<file path="config.mk">
export PLATFORM = sky130hd
export DESIGN_NAME = ram_share_arbiter
export DESIGN_NICKNAME = d
export VERILOG_FILES = /design/src/rtl/ram_share_arbiter_pkg.sv /design/src/rtl/ram_share_arbiter_rr_pick2.sv /design/src/rtl/ram_share_arbiter.sv
export SDC_FILE = /design/constraint.sdc
export NUM_CORES = 1
export LEC_CHECK = 0
export BUFFER_PORTS_ARGS = -buffer_cell sky130_fd_sc_hd__buf_2
export CAP_MARGIN = 25
export CORE_AREA = 2 2 121 123
export CTS_CLUSTER_SIZE = 28
export DETAILED_ROUTE_END_ITERATION = 10
export DIE_AREA = 0 0 123 125
export GPL_TIMING_DRIVEN = 0
export PLACE_DENSITY = 0.74
export SKIP_LAST_GASP = 1
export SYNTH_ARGS = -nofsm -noshare
export SYNTH_HDL_FRONTEND = slang
export SYNTH_SLANG_ARGS = --single-unit
</file>
<file path="constraint.sdc">
create_clock -name clk -period 13.7 [get_ports clk]
set_input_delay 4.11 -clock clk [delete_from_list [all_inputs] [get_ports clk]]
set_output_delay 4.11 -clock clk [all_outputs]
set_load 0.02 [all_outputs]
</file>
<file path="src/rtl/ram_share_arbiter_pkg.sv">
// Shared types and constants for the two-master RAM arbiter (package ram_share_pkg).
package ram_share_pkg;
    localparam logic [2:0] SZ_B  = 3'b000;
    localparam logic [2:0] SZ_H  = 3'b001;
    localparam logic [2:0] SZ_W  = 3'b010;
    localparam logic [2:0] SZ_BU = 3'b100;
    localparam logic [2:0] SZ_HU = 3'b101;

    localparam logic M0 = 1'b0;
    localparam logic M1 = 1'b1;

    typedef enum logic {ST_IDLE, ST_BUSY} state_e;
endpackage

</file>
<file path="src/rtl/ram_share_arbiter_rr_pick2.sv">
// Two-input round-robin picker: on a tie the master that did not win last time wins.
module rr_pick2
    import ram_share_pkg::*;
(
    input  logic [1:0] req_i,
    input  logic       last_i,
    output logic [1:0] gnt_o,
    output logic       win_o
);
    always_comb begin
        win_o = M0;
        if (req_i == 2'b11) begin
            win_o = ~last_i;
        end else if (req_i[1]) begin
            win_o = M1;
        end
        gnt_o = 2'b00;
        if (req_i != 2'b00) begin
            gnt_o = win_o ? 2'b10 : 2'b01;
        end
    end
endmodule

</file>
<file path="src/rtl/ram_share_arbiter.sv">
// Shares one single-port byte RAM between a CPU LSU (m0) and a DMA/debug loader (m1).
// Optional fault checking (range/alignment) is compiled in with RAM_SHARE_ARBITER_FAULT_EN.
module ram_share_arbiter
    import ram_share_pkg::*;
#(
    parameter int ADDR_WIDTH = 7
) (
    input  logic        clk,
    input  logic        rst,
    input  logic        m0_req_i,
    input  logic        m0_we_i,
    input  logic [31:0] m0_addr_i,
    input  logic [31:0] m0_wdata_i,
    input  logic [2:0]  m0_size_i,
    output logic        m0_gnt_o,
    output logic        m0_rvalid_o,
    output logic [31:0] m0_rdata_o,
    output logic        m0_rerr_o,
    input  logic        m1_req_i,
    input  logic        m1_we_i,
    input  logic [31:0] m1_addr_i,
    input  logic [31:0] m1_wdata_i,
    input  logic [2:0]  m1_size_i,
    output logic        m1_gnt_o,
    output logic        m1_rvalid_o,
    output logic [31:0] m1_rdata_o,
    output logic        m1_rerr_o,
    output logic [31:0] ram_addr_o,
    output logic [31:0] ram_din_o,
    output logic        ram_we_o,
    output logic [2:0]  ram_size_o,
    input  logic [31:0] ram_dout_i
);
`ifdef RAM_SHARE_ARBITER_FAULT_EN
    localparam bit FAULT_EN = 1'b1;
`else
    localparam bit FAULT_EN = 1'b0;
`endif

    state_e      state_q;
    logic        last_q;
    logic        id_q;
    logic        we_q;
    logic        fault_q;
    logic [31:0] ram_addr_q;
    logic [31:0] ram_din_q;
    logic        ram_we_q;
    logic [2:0]  ram_size_q;
    logic [1:0]  rvalid_q;
    logic [1:0]  rerr_q;
    logic [31:0] rdata0_q;
    logic [31:0] rdata1_q;

    logic [1:0]  pick_gnt;
    logic        pick_win;
    logic        idle;
    logic        we_d;
    logic [31:0] addr_d;
    logic [31:0] wdata_d;
    logic [2:0]  size_d;
    logic        fault_d;
    logic [31:0] load_d;

    rr_pick2 u_pick (
        .req_i  ({m1_req_i, m0_req_i}),
        .last_i (last_q),
        .gnt_o  (pick_gnt),
        .win_o  (pick_win)
    );

    assign idle     = (state_q == ST_IDLE);
    assign m0_gnt_o = idle & pick_gnt[0];
    assign m1_gnt_o = idle & pick_gnt[1];

    always_comb begin
        we_d    = pick_win ? m1_we_i    : m0_we_i;
        addr_d  = pick_win ? m1_addr_i  : m0_addr_i;
        wdata_d = pick_win ? m1_wdata_i : m0_wdata_i;
        size_d  = pick_win ? m1_size_i  : m0_size_i;
        // Word alignment wins over half when both size bits are set.
        fault_d = FAULT_EN &&
                  (((addr_d >> ADDR_WIDTH) != 32'd0) ||
                   (size_d[1] && (addr_d[1:0] != 2'b00)) ||
                   (!size_d[1] && size_d[0] && addr_d[0]));
        load_d  = fault_q ? 32'd0 : ram_dout_i;
    end

    always_ff @(posedge clk or posedge rst) begin
        if (rst) begin
            state_q    <= ST_IDLE;
            last_q     <= M1;
            id_q       <= M0;
            we_q       <= 1'b0;
            fault_q    <= 1'b0;
            ram_addr_q <= 32'd0;
            ram_din_q  <= 32'd0;
            ram_we_q   <= 1'b0;
            ram_size_q <= 3'd0;
            rvalid_q   <= 2'b00;
            rerr_q     <= 2'b00;
            rdata0_q   <= 32'd0;
            rdata1_q   <= 32'd0;
        end else begin
            rvalid_q <= 2'b00;
            rerr_q   <= 2'b00;
            case (state_q)
                ST_IDLE: begin
                    if (pick_gnt != 2'b00) begin
                        id_q       <= pick_win;
                        last_q     <= pick_win;
                        we_q       <= we_d;
                        fault_q    <= fault_d;
                        ram_addr_q <= addr_d;
                        ram_din_q  <= wdata_d;
                        ram_size_q <= size_d;
                        ram_we_q   <= we_d & ~fault_d;
                        state_q    <= ST_BUSY;
                    end
                end
                ST_BUSY: begin
                    ram_we_q       <= 1'b0;
                    rvalid_q[id_q] <= 1'b1;
                    rerr_q[id_q]   <= fault_q;
                    if (fault_q || !we_q) begin
                        if (id_q == M1) rdata1_q <= load_d;
                        else            rdata0_q <= load_d;
                    end
                    state_q <= ST_IDLE;
                end
                default: state_q <= ST_IDLE;
            endcase
        end
    end

    assign m0_rvalid_o = rvalid_q[0];
    assign m1_rvalid_o = rvalid_q[1];
    assign m0_rerr_o   = rerr_q[0];
    assign m1_rerr_o   = rerr_q[1];
    assign m0_rdata_o  = rdata0_q;
    assign m1_rdata_o  = rdata1_q;
    assign ram_addr_o  = ram_addr_q;
    assign ram_din_o   = ram_din_q;
    assign ram_we_o    = ram_we_q;
    assign ram_size_o  = ram_size_q;
endmodule

</file>
==> reports/qor.csv <==
stage;metric;value;unit
run_status;outcome;finished clean;
synth;synth top area cells;dfrtp_1 61%, mux2_2 12%, a221o_1 8.4%;
synth;Synth Instances;403;
clock_tree;Clock Path Buffers;2;
die;I/O pin count;310;
sta;Slew Limit Fails;0;
sta;fin crit share;69.3;%
route;final wirelength;16200;um
clock_tree;Post-CTS Hold Buffers;0;
die;# rows;44;
finish;fill count;1194;
sta;Final setup viols;0;
synth;Synth Area per Inst;13.9;um2
route;Starting DRT DRC Count;235;
placed_design;Final HPWL DP;12100;um
die;Die X;123;um
job;Max Cap Viol;0;
placed_design;# port buffers;307;
die;Starting Density;39.4;%
route;drt first pass iters;4;
route;average wire per standard cell;17.5;um
clock_tree;CTS tree;done;
global_route;initial antenna violation count;0;
power_and_ir_drop;Tot Pwr;1.70;mW
die;Die Area;0.0154;mm2
synth;Synth Register Bits;138;
clock_tree;post-CTS sizing;0;
worst_setup_path;worst path arrival time;5.39;ns
worst_setup_path;CP Capture Type;output port;
placed_design;Setup WS pre-CTS;4.13;ns
finish;Post-Layout Cell Count;928;
sta;Setup WS post-layout;4.20;ns
clock_tree;clock transition at the registers of the reported paths;0.06;ns
clock_tree;Clock Tree Root;clkbuf_16;
sta;final hold slack;0.481;ns
clock_tree;Clock Sinks;138;
finish;Layout area overhead;42.5;%
sta;FMAX;0.105;GHz
clock_tree;Post-CTS Setup Bufs;0;
sta;unrepaired setup endpoints after global routing;false;
global_route;global-route wire length before repair;25300;um
synth;Synth cell types;29;
synth;Synth top area share;61.2;%
placed_design;placed cell area;0.00740;mm2
power_and_ir_drop;Pwr per Cell Area;212;mW/mm2
die;Die Height;125;um
sta;Worst-Margin Slew;0.565;ns
route;vias after detailed routing;4760;
worst_setup_path;Crit Path Category;input port to output port;
worst_setup_path;Critical Path RT;9.59;ns
clock_tree;H-tree levels;4;
finish;NumNets Final;903;
global_route;vias in the first global route;4886;
route;residual DRC count;0;
global_route;global route total overflow;0;
power_and_ir_drop;Max IR drop VDD;0.0820;mV
synth;Warnings, synthesis;0;
finish;diode count;0;
global_route;GRT Util Overall;21.2;%
sta;final hold viol count;0;
worst_setup_path;Max Fanout on Critical Path;10;
route;ANT nets after route;0;
clock_tree;CTS Buf Count;17;
finish;commonest cells after routing, fill and taps aside;324 x buf_2, 137 x dfrtp_1, 62 x mux2_2, 48 x and2_1, 47 x a221o_1;
die;Core Region;0.0142;mm2
finish;share of cells above drive strength 1;57.9;%
sta;setup TNS;0;ns
finish;Finished Core Util;56.2;%
clock_tree;clk_lat worst skew;0.41;ns
worst_hold_path;worst hold path type;register to register;
synth;Synth area leader;dfrtp_1;
sta;min cycle time layout;9.50;ns
worst_setup_path;Setup crit start kind;input port;
synth;register area share after synthesis;61.7;%
power_and_ir_drop;leakage power;4.04;nW
route;post-DR vias/cell;5.13;
global_route;pin count of the biggest net entering global routing;79;
finish;commonest non-fill, non-tap cell in the layout;buf_2;
synth;Syn Std Cell Area;0.00560;mm2
placed_design;Placed Cells;896;
sta;worst rel slew slack;62.3;%
finish;design area;0.00798;mm2
placed_design;GPL Wtd Cong;0.812;
sta;clk_skew;0.00769;ns
report_power, final:
part | switching [mW] | leakage (nW) | internal (mW)
registers | 0.0758 | 1.64 | 0.555
logic | 0.363 | 2.13 | 0.255
clock network | 0.190 | 0.276 | 0.257
total | 0.628 | 4.04 | 1.07
cells by family after synthesis:
kind of cell           after synthesis  share of synthesized area [%]
DFF                                138                           61.7
AOI/OAI and AO/OA                   95                           14.9
and+or+nand+nor                     72                           7.42
muxes                               64                           12.9
buffers and inverters               33                           2.99
other                                1                         0.0670
final timing paths:
kind | from | end | slack (ns) | cells past startpoint
worst min-delay path | m0_rdata_o[0] | m0_rdata_o[0] | 0.48 | 1
max in group asynchronous | rst | last_q | 9.14 | 3
worst min register to register | m0_rdata_o[0] | m0_rdata_o[0] | 0.48 | 1
min in group asynchronous | rst | ram_addr_o[29] | 3.75 | 2
worst max register to register | state_q | ram_din_o[0] | 11.90 | 4
worst max-delay path | m1_req_i | m0_gnt_o | 4.20 | 5
layer usage:
metal  up-vias  global-route usage [%]  wire (um)
li1       2150                       -          -
met1      2356                    26.4       6560
met2       235                    35.7       8060
met3        19                    5.34       1320
met4         0                    7.29        272
met5         -                       0          0
cell type report:
type                    instances  area, um2  share of cell area (%)
inverters                       3       16.3                   0.204
multi-input cells             233       1980                    24.8
flip-flops and latches        138       3450                    43.3
clock inverters                15        154                    1.93
repair buffers                308       1560                    19.6
plain buffers                  30        156                    1.96
well taps                     184        230                    2.88
clock buffers                  17        425                    5.33
flip-flops by register name (all words and copies together) (netlist names):
name        count
id_q            1
last_q          1
m0_rdata_o     32
m1_rdata_o     32
ram_addr_o     32
ram_din_o      32
ram_size_o      3
ram_we_o        1
rvalid_q        2
state_q         1
we_q            1
critical path, cell delays in order:
cell and delay, ns:
buf_2 0.14, o21bai_2 0.18, nor2_2 0.41, buf_2 0.32, buf_2 0.21
synth_stat cells (all sizes together):
cell type	number
a32o	7
nand2	14
dfstp	1
nor3	2
a21oi	15
mux2	64
and2	48
nor2	4
a21boi	1
conb	1
inv	3
nand3b	1
a31oi	1
a2bb2oi	14
dfrtp	137
o21bai	1
nor4	1
nor2b	1
clkbuf	9
a21o	8
a221o	47
buf	21
a21bo	1
nor3b	1
(Power assumes the default switching activity.)
